File: config.mk
export PLATFORM = sky130hd
export DESIGN_NAME = uart_frame_rx
export DESIGN_NICKNAME = d
export VERILOG_FILES = /design/src/rtl/uart_frame_rx.sv
export SDC_FILE = /design/constraint.sdc
export NUM_CORES = 1
export LEC_CHECK = 0
export ABC_AREA = 1
export CAP_MARGIN = 20
export CORE_MARGIN = 5
export CORE_UTILIZATION = 44
export DETAILED_ROUTE_END_ITERATION = 7
export SYNTH_ARGS = -nofsm -noshare
export SYNTH_HDL_FRONTEND = slang
export SYNTH_SLANG_ARGS = --single-unit
File: constraint.sdc
create_clock -name clk -period 3.1 [get_ports clk]
set_input_delay 0.775 -clock clk [delete_from_list [all_inputs] [get_ports clk]]
set_output_delay 0.775 -clock clk [all_outputs]
set_load 0.05 [all_outputs]
File: src/rtl/uart_frame_rx.sv
// uart_frame_rx: UART receiver assembling little-endian bytes into indexed words of a fixed-length frame.
// Define UART_FRAME_RX_PARITY_EN to add an even-parity bit between the data bits and the stop bit.
module uart_frame_rx #(
    parameter int unsigned  CLK_FREQ_HZ  = 100_000_000,
    parameter int unsigned  BAUD_RATE    = 115200,
    parameter int unsigned  WORD_W       = 32,
    parameter int unsigned  NUM_WORDS    = 7,
    parameter int unsigned  TIMEOUT_BITS = 20,
    localparam int unsigned IDX_W        = (NUM_WORDS > 1) ? $clog2(NUM_WORDS) : 1
) (
    input  logic              clk,
    input  logic              rst,
    input  logic              rx,
    output logic              m_valid,
    input  logic              m_ready,
    output logic [WORD_W-1:0] m_data,
    output logic [IDX_W-1:0]  m_idx,
    output logic              m_last,
    output logic [3:0]        err_flags
);
    localparam int unsigned CLKS_PER_BIT = CLK_FREQ_HZ / BAUD_RATE;
    localparam int unsigned HALF_BIT     = CLKS_PER_BIT / 2;
    localparam int unsigned WORD_BYTES   = WORD_W / 8;
    localparam int unsigned BYTE_W       = (WORD_BYTES > 1) ? $clog2(WORD_BYTES) : 1;
    localparam int unsigned TIMEOUT_CYC  = TIMEOUT_BITS * CLKS_PER_BIT;
    localparam int unsigned CNT_W        = $clog2(CLKS_PER_BIT + 1);
    localparam int unsigned TO_W         = $clog2(TIMEOUT_CYC + 1);

`ifdef UART_FRAME_RX_PARITY_EN
    typedef enum logic [2:0] {IDLE, START, DATA, PARITY, STOP} state_t;
    localparam state_t AFTER_DATA = PARITY;
`else
    typedef enum logic [2:0] {IDLE, START, DATA, STOP} state_t;
    localparam state_t AFTER_DATA = STOP;
`endif

    state_t              state;
    state_t              state_nxt;
    logic                rx_meta;
    logic                rx_sync;
    logic [CNT_W-1:0]    clk_cnt;
    logic [2:0]          bit_cnt;
    logic [7:0]          shift;
    logic [BYTE_W-1:0]   byte_cnt;
    logic [IDX_W-1:0]    word_cnt;
    logic [WORD_W-1:0]   word_buf;
    logic [WORD_W-1:0]   word_full_c;
    logic [TO_W-1:0]     to_cnt;
    logic                par_bad;
    logic                half_c;
    logic                full_c;
    logic                cnt_clr_c;
    logic                bit_take_c;
    logic                byte_ok_c;
    logic                frame_err_c;
    logic                par_err_c;
    logic                word_end_c;

    assign half_c     = (clk_cnt == CNT_W'(HALF_BIT - 1));
    assign full_c     = (clk_cnt == CNT_W'(CLKS_PER_BIT - 1));
    assign word_end_c = (byte_cnt == BYTE_W'(WORD_BYTES - 1));

    // Two-flop synchroniser; idles high so reset never looks like a start bit
    always_ff @(posedge clk) begin
        if (rst) begin
            rx_meta <= 1'b1;
            rx_sync <= 1'b1;
        end else begin
            rx_meta <= rx;
            rx_sync <= rx_meta;
        end
    end

    always_ff @(posedge clk) begin
        if (rst) state <= IDLE;
        else     state <= state_nxt;
    end

    always_comb begin
        state_nxt = state;
        case (state)
            IDLE:    if (!rx_sync) state_nxt = START;
            START:   if (half_c) state_nxt = rx_sync ? IDLE : DATA;
            DATA:    if (full_c && bit_cnt == 3'd7) state_nxt = AFTER_DATA;
`ifdef UART_FRAME_RX_PARITY_EN
            PARITY:  if (full_c) state_nxt = STOP;
`endif
            STOP:    if (full_c) state_nxt = IDLE;
            default: state_nxt = IDLE;
        endcase
    end

    // Strobes: sample points are mid-bit since START consumed half a bit period
    always_comb begin
        cnt_clr_c   = 1'b0;
        bit_take_c  = 1'b0;
        byte_ok_c   = 1'b0;
        frame_err_c = 1'b0;
        par_err_c   = 1'b0;
        case (state)
            IDLE:  cnt_clr_c = 1'b1;
            START: cnt_clr_c = half_c;
            DATA: begin
                cnt_clr_c  = full_c;
                bit_take_c = full_c;
            end
`ifdef UART_FRAME_RX_PARITY_EN
            PARITY: begin
                cnt_clr_c = full_c;
                par_err_c = full_c && (rx_sync != ^shift);
            end
`endif
            STOP: begin
                cnt_clr_c   = full_c;
                byte_ok_c   = full_c && rx_sync && !par_bad;
                frame_err_c = full_c && !rx_sync && !par_bad;
            end
            default: cnt_clr_c = 1'b1;
        endcase
    end

`ifdef UART_FRAME_RX_PARITY_EN
    // A parity failure is reported immediately; the following stop bit is then ignored
    always_ff @(posedge clk) begin
        if (rst)                 par_bad <= 1'b0;
        else if (state == START) par_bad <= 1'b0;
        else if (par_err_c)      par_bad <= 1'b1;
    end
`else
    assign par_bad = 1'b0;
`endif

    always_comb begin
        word_full_c = word_buf;
        word_full_c[{byte_cnt, 3'b000} +: 8] = shift;
    end

    always_ff @(posedge clk) begin
        if (rst) begin
            clk_cnt   <= '0;
            bit_cnt   <= '0;
            shift     <= '0;
            byte_cnt  <= '0;
            word_cnt  <= '0;
            word_buf  <= '0;
            to_cnt    <= '0;
            m_valid   <= 1'b0;
            m_data    <= '0;
            m_idx     <= '0;
            m_last    <= 1'b0;
            err_flags <= '0;
        end else begin
            err_flags <= '0;
            clk_cnt   <= cnt_clr_c ? '0 : clk_cnt + CNT_W'(1);

            if (state == START) bit_cnt <= '0;
            if (bit_take_c) begin
                shift   <= {rx_sync, shift[7:1]};
                bit_cnt <= bit_cnt + 3'd1;
            end

            if (m_valid && m_ready) m_valid <= 1'b0;

            // Completed word loads unless the previous one is still stalled
            if (byte_ok_c) begin
                word_buf <= word_full_c;
                if (word_end_c) begin
                    byte_cnt <= '0;
                    word_cnt <= (word_cnt == IDX_W'(NUM_WORDS - 1)) ? '0 : word_cnt + IDX_W'(1);
                    if (m_valid && !m_ready) begin
                        err_flags[2] <= 1'b1;
                    end else begin
                        m_valid <= 1'b1;
                        m_data  <= word_full_c;
                        m_idx   <= word_cnt;
                        m_last  <= (word_cnt == IDX_W'(NUM_WORDS - 1));
                    end
                end else begin
                    byte_cnt <= byte_cnt + BYTE_W'(1);
                end
            end

            if (frame_err_c || par_err_c) begin
                byte_cnt     <= '0;
                word_cnt     <= '0;
                err_flags[0] <= frame_err_c;
                err_flags[1] <= par_err_c;
            end

            // Inter-byte silence watchdog, armed only while a frame is partially received
            if (state != IDLE || (byte_cnt == '0 && word_cnt == '0)) begin
                to_cnt <= '0;
            end else if (to_cnt == TO_W'(TIMEOUT_CYC - 1)) begin
                to_cnt       <= '0;
                byte_cnt     <= '0;
                word_cnt     <= '0;
                err_flags[3] <= 1'b1;
            end else begin
                to_cnt <= to_cnt + TO_W'(1);
            end
        end
    end

endmodule

# Yosys cells after proc, flatten, opt, wreduce, memory -nomap -nowiden
# Cells that the tools add are included.
[word_totals] reg_bits=119 input_bits=4 output_inout_bits=41 elab_cells=93
[op_classes] n_addsub=6 eq_ne=13 shifts=2 n_mux=31 bitwise_logic=3 reduce_logical=21
[ops] cell="3-bit two-way mux" count=12
[ops] cell="32-bit bitwise mux" count=1
[ops] cell="8-bit by 7-bit variable shift with 32-bit output, first input constant" count=1
[ops] cell="8-bit by 7-bit indexed part select with 32-bit output" count=1
[ops] cell="15-bit by 1-bit adder with 15-bit output, second input constant" count=1
[ops] cell="15-bit == test, second input constant" count=1
[ops] cell="2-bit two-way mux" count=6
[ops] cell="3-bit case mux with 4 select lines" count=1
[ops] cell="10-bit by 1-bit adder with 10-bit output, second input constant" count=1
[ops] cell="10-bit == test, second input constant" count=1
[ops] cell="10-bit by 9-bit == test with 1-bit output, second input constant" count=1
[ops] cell="1-bit two-way mux" count=10
[ops] cell="2-bit inequality test, second input constant" count=4
[ops] cell="5-bit negator with 7-bit output" count=1
[ops] cell="3-bit by 1-bit adder with 3-bit output, second input constant" count=2
[ops] cell="3-bit by 2-bit == test with 1-bit output, second input constant" count=2
[ops] cell="3-bit == test, second input constant" count=2
[ops] cell="1-bit logical AND" count=6
[ops] cell="3-bit zero test" count=2
[ops] cell="2-bit OR reduction" count=3
[ops] cell="3-bit OR reduction" count=2
[ops] cell="4-bit AND reduction" count=1
[ops] cell="3-bit by 1-bit == test with 1-bit output, second input constant" count=1
[ops] cell="1-bit NOT" count=3
[ops] cell="other kinds (9)" count=10

# Longest topological paths before layout
# Gate-level depths: netlist of the first run.
[depth] ltp_word=7 depth_mapped=11 mapped_depth_nobuf=10

# Least setup slack after synthesis of the first run
# Ideal clock, no wire load.
[synth_timing] path_kind="register to register" from="register byte_cnt[0]" to="register to_cnt[10]" setup_ps=122 arrival_time_ps=1557 required_time_ps=2978 setup_slack_ps=1421 path_stages_with_launch=12 path_buffers=2 synth_period_minus_slack_ps=1679 path_cell_list="dfxtp_1 > inv_1 > ha_1 > buf_2 > clkinv_1 > nor2_1 > nand2_1 > nand3_1 > nor2_1 > nand2_1 > buf_4 > a21oi_1"
[synth_between] elab_chain_len=4
[synth_rtl] element="start, declared" line_no="44" text="logic [BYTE_W-1:0] byte_cnt;"
[synth_rtl] element="start signal, assigned" line_no="179" text="byte_cnt <= byte_cnt + BYTE_W'(1);"
[synth_rtl] element="2-bit zero test" line_no="191" text="if (state != IDLE || (byte_cnt == '0 && word_cnt == '0)) begin"
[synth_rtl] element="1-bit logical AND" line_no="191"
[synth_rtl] element="1-bit logical OR" line_no="191"
[synth_rtl] element="3-bit OR reduction (no line)"
[synth_rtl] element="end signal, assigned" line_no="199" text="to_cnt <= to_cnt + TO_W'(1);"
[synth_rtl] element="end, declared" line_no="48" text="logic [TO_W-1:0] to_cnt;"
# Every way passes these cells.
# A chain may end at the register's enable or synchronous reset.

# Worst setup path in the final report of the first run
[layout_timing] from="register m_valid" to="output m_valid"
[layout_lines] element="start, declared" line_no="14" text="output logic m_valid,"
[layout_lines] element="start signal, assigned" line_no="147" text="m_valid <= 1'b0;"
[layout_lines] element="start signal, assigned" line_no="162" text="if (m_valid && m_ready) m_valid <= 1'b0;"
[layout_lines] element="start signal, assigned" line_no="173" text="m_valid <= 1'b1;"
# No word-level cell between the ends.

==> flow_summary.json, run 1 <==
{
  "status": "complete, no violations",
  "cts_sinks": 117,
  "grt_pass1_wl_um": 19400,
  "drc_errors": 0,
  "startpoint_type": "register",
  "crit_chain": "clkdlybuf4s50_1",
  "avgSynthCellArea_um2": 6.98,
  "detailed_place_hpwl_um": 7690,
  "whs_ns": 0.409,
  "ctsResizeCount": 0,
  "syn_nets": 770,
  "wirelength_um": 11300,
  "hold_viol": 0,
  "cts_buffers": 17,
  "antenna_cells": 0,
  "wl_per_cell_um": 11.9,
  "synth_top_area_frac": 0.444,
  "synth_edf_count": 0,
  "synth_cells": 755,
  "die_width_um": 119,
  "fin_crit_sh": 0.753,
  "slew_violations": 0,
  "syn_to_final_growth_pct": 21.1,
  "yosysTopAreaCell": "dfxtp_1",
  "fmax_mhz": 428,
  "nets": 805,
  "slowest_delay_ns": 0.81,
  "peakVddDrop_uv": 334,
  "yosysUniqueCellTypes": 29,
  "drtPass1Iterations": 4,
  "critPathMaxFanout": 2,
  "io_buffers": 43,
  "rows": 40,
  "die_y_um": 119,
  "period_needed_ns": 2.33,
  "gr-total-overflow": 0,
  "async_flop_share": 0,
  "cp.required_ns": 2.32,
  "ys_seq_area_frac": 0.444,
  "finalClockSkew_ns": 0.00772,
  "antenna_found_initial": 0,
  "synth_area_leaders": "dfxtp_1 (44%), nand2_1 (10%), nor2_1 (9.8%)",
  "synth_commonest_cells": "nand2_1 (143), nor2_1 (137), dfxtp_1 (117)",
  "ant_nets": 0,
  "leakagePower_nw": 2.71,
  "crit_buf_inv": 1,
  "fin_tns_setup_ns": 0,
  "root_buffer": "clkbuf_16",
  "gp_congestion": 0.848,
  "grt_start_max_net_pins": 72,
  "via_count": 4641,
  "crit_family": "buffers and inverters",
  "setup-violations-final": 0,
  "powerDensity_nw_per_um2": 597,
  "worst_setup_path_end_kind": "output port",
  "slew_headroom": 0.326,
  "cts_tree": "done",
  "synth_area_um2": 5270,
  "clock_latency_ns": 0.41,
  "die_area_um2": 14300,
  "cts_setup_buffers": 0,
  "grt_pass1_vias": 4338,
  "ys_warn_count": 0,
  "max_slew.worst_pin.slew_ns": 1.01,
  "path_clk_slew_ns": 0.05,
  "drive_gt1_frac": 0.0560,
  "cts_hold_buf": 0,
  "synth_flop_cell": "dfxtp_1",
  "cp.arrival_ns": 1.56,
  "track_usage": 0.166,
  "synth_seq_cells": 117,
  "start_util": 0.444,
  "vias_per_cell": 4.89,
  "first_iter_violations": 233,
  "crit_type": "reg -> out",
  "ios": 45,
  "slowest_stage": "clkdlybuf4s50_1",
  "hp-class": "reg -> reg",
  "drv_cap": 0,
  "htreeDepth": 4,
  "clk_path_buf_depth": 2,
  "synth.most_common_cell": "nand2_1",
  "coreArea_um2": 11900,
  "rsz0062_at_grt": "no"
}
report_power, final:
group | switching (mW) | leakage [nW] | total [mW] | internal (mW)
logic | 0.111 | 1.46 | 0.158 | 0.0469
clock network | 0.669 | 0.308 | 2.11 | 1.44
registers | 0.0181 | 0.943 | 1.54 | 1.52
metal layers:
metal / routed length [um] / share of wire / vias to the layer above / GRT usage
met5: 0 / 0 / - / 0
met4: 226 / 0.020 / 0 / 0.0723
met3: 551 / 0.049 / 22 / 0.0565
met2: 5310 / 0.47 / 91 / 0.261
met1: 5210 / 0.46 / 2072 / 0.206
li1: - / - / 2456 / -
per-stage QoR:
step / total power [mW] / instances / worst slack (ns) / instance area, um^2 / util
after floorplan: 1.69 / 755 / 1.42 / 5270 / -
after global placement: 1.72 / 918 / 0.805 / 5750 / 0.485
after detailed placement: 1.73 / 918 / 0.743 / 5750 / 0.485
after CTS: 3.85 / 950 / 0.728 / 6380 / 0.538
after global routing: 3.95 / 950 / 0.572 / 6380 / 0.538
final: 3.81 / 950 / 0.766 / 6380 / 0.538
final cells by class:
cell class                      count  area, um^2
Fill cell                        1142        5480
Tap cell                          147         184
Sequential cell                   117        2340
Inverter                          109         409
Clock buffer                       22         454
Timing Repair Buffer               50         495
Multi-Input combinational cell    495        2320
Clock inverter                     10         178
final timing paths:
| path | start | to | slack (ns) | cells past startpoint |
|---|---|---|---|---|
| setup / recovery | m_valid | m_valid | 0.77 | 1 |
| hold / removal | rx_meta | rx_sync | 0.41 | 1 |
| setup reg to reg | clk_cnt[0] | word_buf[11] | 0.88 | 8 |
| hold reg to reg | rx_meta | rx_sync | 0.41 | 1 |
kinds of logic (layout without fill, tap and decap cells):
group / Yosys count / in the layout / share of synthesized area
and+or+nand+nor: 344 / 344 / 0.271
AOI/OAI and AO/OA: 133 / 133 / 0.132
other: 1 / 1 / 0.000711
DFF: 117 / 117 / 0.444
xor gates and xnor gates: 6 / 6 / 0.00997
buffers and inverters: 143 / 191 / 0.115
adders and majority gates: 11 / 11 / 0.0261
cells in the final DEF, fill, tap and decap left out, drive strengths merged, types with 6 or more instances in the layout:
master / instances
inv: 107
nor3: 8
clkbuf: 22
a21oi: 50
nand3: 29
o22ai: 24
clkinv: 6
buf: 7
nor2: 139
nand2: 144
clkdlybuf4s50: 43
dfxtp: 117
ha: 11
nand4: 15
o21ai: 58
state kept, by name (all words and copies together), names as in the netlist:
| name | cells |
|---|---|
| rx_sync | 1 |
| m_valid | 1 |
| bit_cnt | 3 |
| byte_cnt | 2 |
| word_cnt | 3 |
| m_data | 32 |
| m_last | 1 |
| to_cnt | 15 |
| state | 2 |
| err_flags | 3 |
| rx_meta | 1 |
| clk_cnt | 10 |
| shift | 8 |
| m_idx | 3 |
| word_buf | 32 |
No activity file was read; power rests on OpenSTA's default activity.
==> run 2, diff against run 1 <==
Clock period 3.1 ns to 2.4 ns, I/O delays scaled along.
==> flow_summary.json, run 2 (synthesized netlist as in run 1, its figures left out) <==
{
  "peakVddDrop_uv": 496,
  "worst_setup_path_end_kind": "output port",
  "gr-total-overflow": 0,
  "p_total_mw": 4.54,
  "startpoint_type": "register",
  "grt_start_max_net_pins": 69,
  "max_slew.worst_pin.slew_ns": 0.561,
  "largestRegisters": "m_data: 32 flops, word_buf: 32 flops, to_cnt: 15 flops",
  "die_width_um": 119,
  "dp.cells": 921,
  "drive_gt1_frac": 0.0608,
  "slowest_stage": "clkdlybuf4s50_1",
  "period_needed_ns": 2.16,
  "crit_buf_inv": 1,
  "clk_path_buf_depth": 2,
  "layout_common_cells": "nand2_1 (143), nor2_1 (137), dfxtp_1 (117)",
  "leakagePower_nw": 2.69,
  "ant_nets": 0,
  "syn_to_final_growth_pct": 20.3,
  "met3RoutedLength_um": 519,
  "ios": 45,
  "path_depth": 1,
  "gp_congestion": 0.854,
  "final_common_cell": "nand2_1",
  "slew_violations": 0,
  "crit_chain": "clkdlybuf4s50_1",
  "die_y_um": 119,
  "cp.required_ns": 1.80,
  "antenna_found_initial": 0,
  "first_iter_violations": 252,
  "wl_met1_um": 5160,
  "die_area_um2": 14300,
  "place_ws_ns": 0.295,
  "cts_hold_buf": 0,
  "finalClockSkew_ns": 0.00591,
  "start_util": 0.444,
  "hold_viol": 0,
  "cts_sinks": 117,
  "status": "complete, no violations",
  "wirelength_um": 11300,
  "ff2ff_setup_slack_ns": 0.45,
  "root_buffer": "clkbuf_16",
  "drc_errors": 0,
  "cp.arrival_ns": 1.56,
  "via_count": 4671,
  "drtPass1Iterations": 5,
  "grt_pass1_vias": 4490,
  "ctsResizeCount": 0,
  "track_usage": 0.169,
  "r2r-start": "byte_cnt[0]",
  "drv_cap": 0,
  "fin_crit_sh": 0.899,
  "antenna_cells": 0,
  "timing.final.ws_setup_ns": 0.243,
  "crit_path_start": "m_data[28]",
  "powerDensity_nw_per_um2": 715,
  "path_clk_slew_ns": 0.05,
  "slowest_delay_ns": 0.81,
  "vias_per_cell": 4.90,
  "cts_setup_buffers": 0,
  "cts_buffers": 17,
  "wl_per_cell_um": 11.9,
  "fmax_mhz": 464,
  "crit_family": "buffers and inverters",
  "grt_pass1_wl_um": 19700,
  "place_area_um2": 5790,
  "top_layer": "met4",
  "reg2regPathDepth": 10,
  "worst_r2r_endpoint": "to_cnt[3]",
  "postLayoutCoreUtil": 0.535,
  "fin_tns_setup_ns": 0,
  "hp-class": "reg -> reg",
  "cts_tree": "done",
  "coreArea_um2": 11900,
  "slew_headroom": 0.626,
  "nets": 808,
  "htreeDepth": 4,
  "io_buffers": 43,
  "layout.cells.non_filler": 953,
  "detailed_place_hpwl_um": 7950,
  "design_area_um2": 6340,
  "whs_ns": 0.405,
  "critPathMaxFanout": 2,
  "clock_latency_ns": 0.42,
  "rsz0062_at_grt": "no",
  "crit_type": "reg -> out",
  "wl_met2_um": 5350,
  "setup-violations-final": 0,
  "cp-endpoint": "m_data[28]",
  "rows": 40
}
## run 2: cell types whose count changed in the layout (fill, tap and decap cells not counted), sizes merged
cell | before | now
buf | 7 | 10
bufinv | 5 | 1
clkbuf | 22 | 23
clkinv | 6 | 7
clkinvlp | 1 | 3
## run 2: power by group
part	leakage [nW]	internal [mW]	switching [mW]	total, mW
registers	0.943	1.97	0.0231	1.99
clock network	0.269	1.49	0.852	2.34
logic	1.48	0.0613	0.140	0.201
total	2.69	3.52	1.02	4.54
## run 2: routing by layer
metal  global-route usage  up-vias
met4               0.0716        0
met1                0.195     2099
met5                    0        -
li1                     -     2465
met2                0.282       83
met3               0.0594       24
## run 2: worst min path at each step
stage                  from       to  slack (ns)  cells after the start
floorplan           rx_meta  rx_sync        0.39                      1
global placement    rx_meta  rx_sync        0.39                      1
detailed placement  rx_meta  rx_sync        0.39                      1
CTS                 rx_meta  rx_sync        0.41                      1
global route        rx_meta  rx_sync        0.43                      1
finish              rx_meta  rx_sync        0.41                      1
## run 2: area by class of cell
type,count,area (um^2)
flip-flops and latches,117,2340
fillers,1188,5520
clock buffers,23,478
inverters,109,409
well taps,147,184
clock inverters,9,77.6
multi-input cells,495,2320
repair buffers,53,531
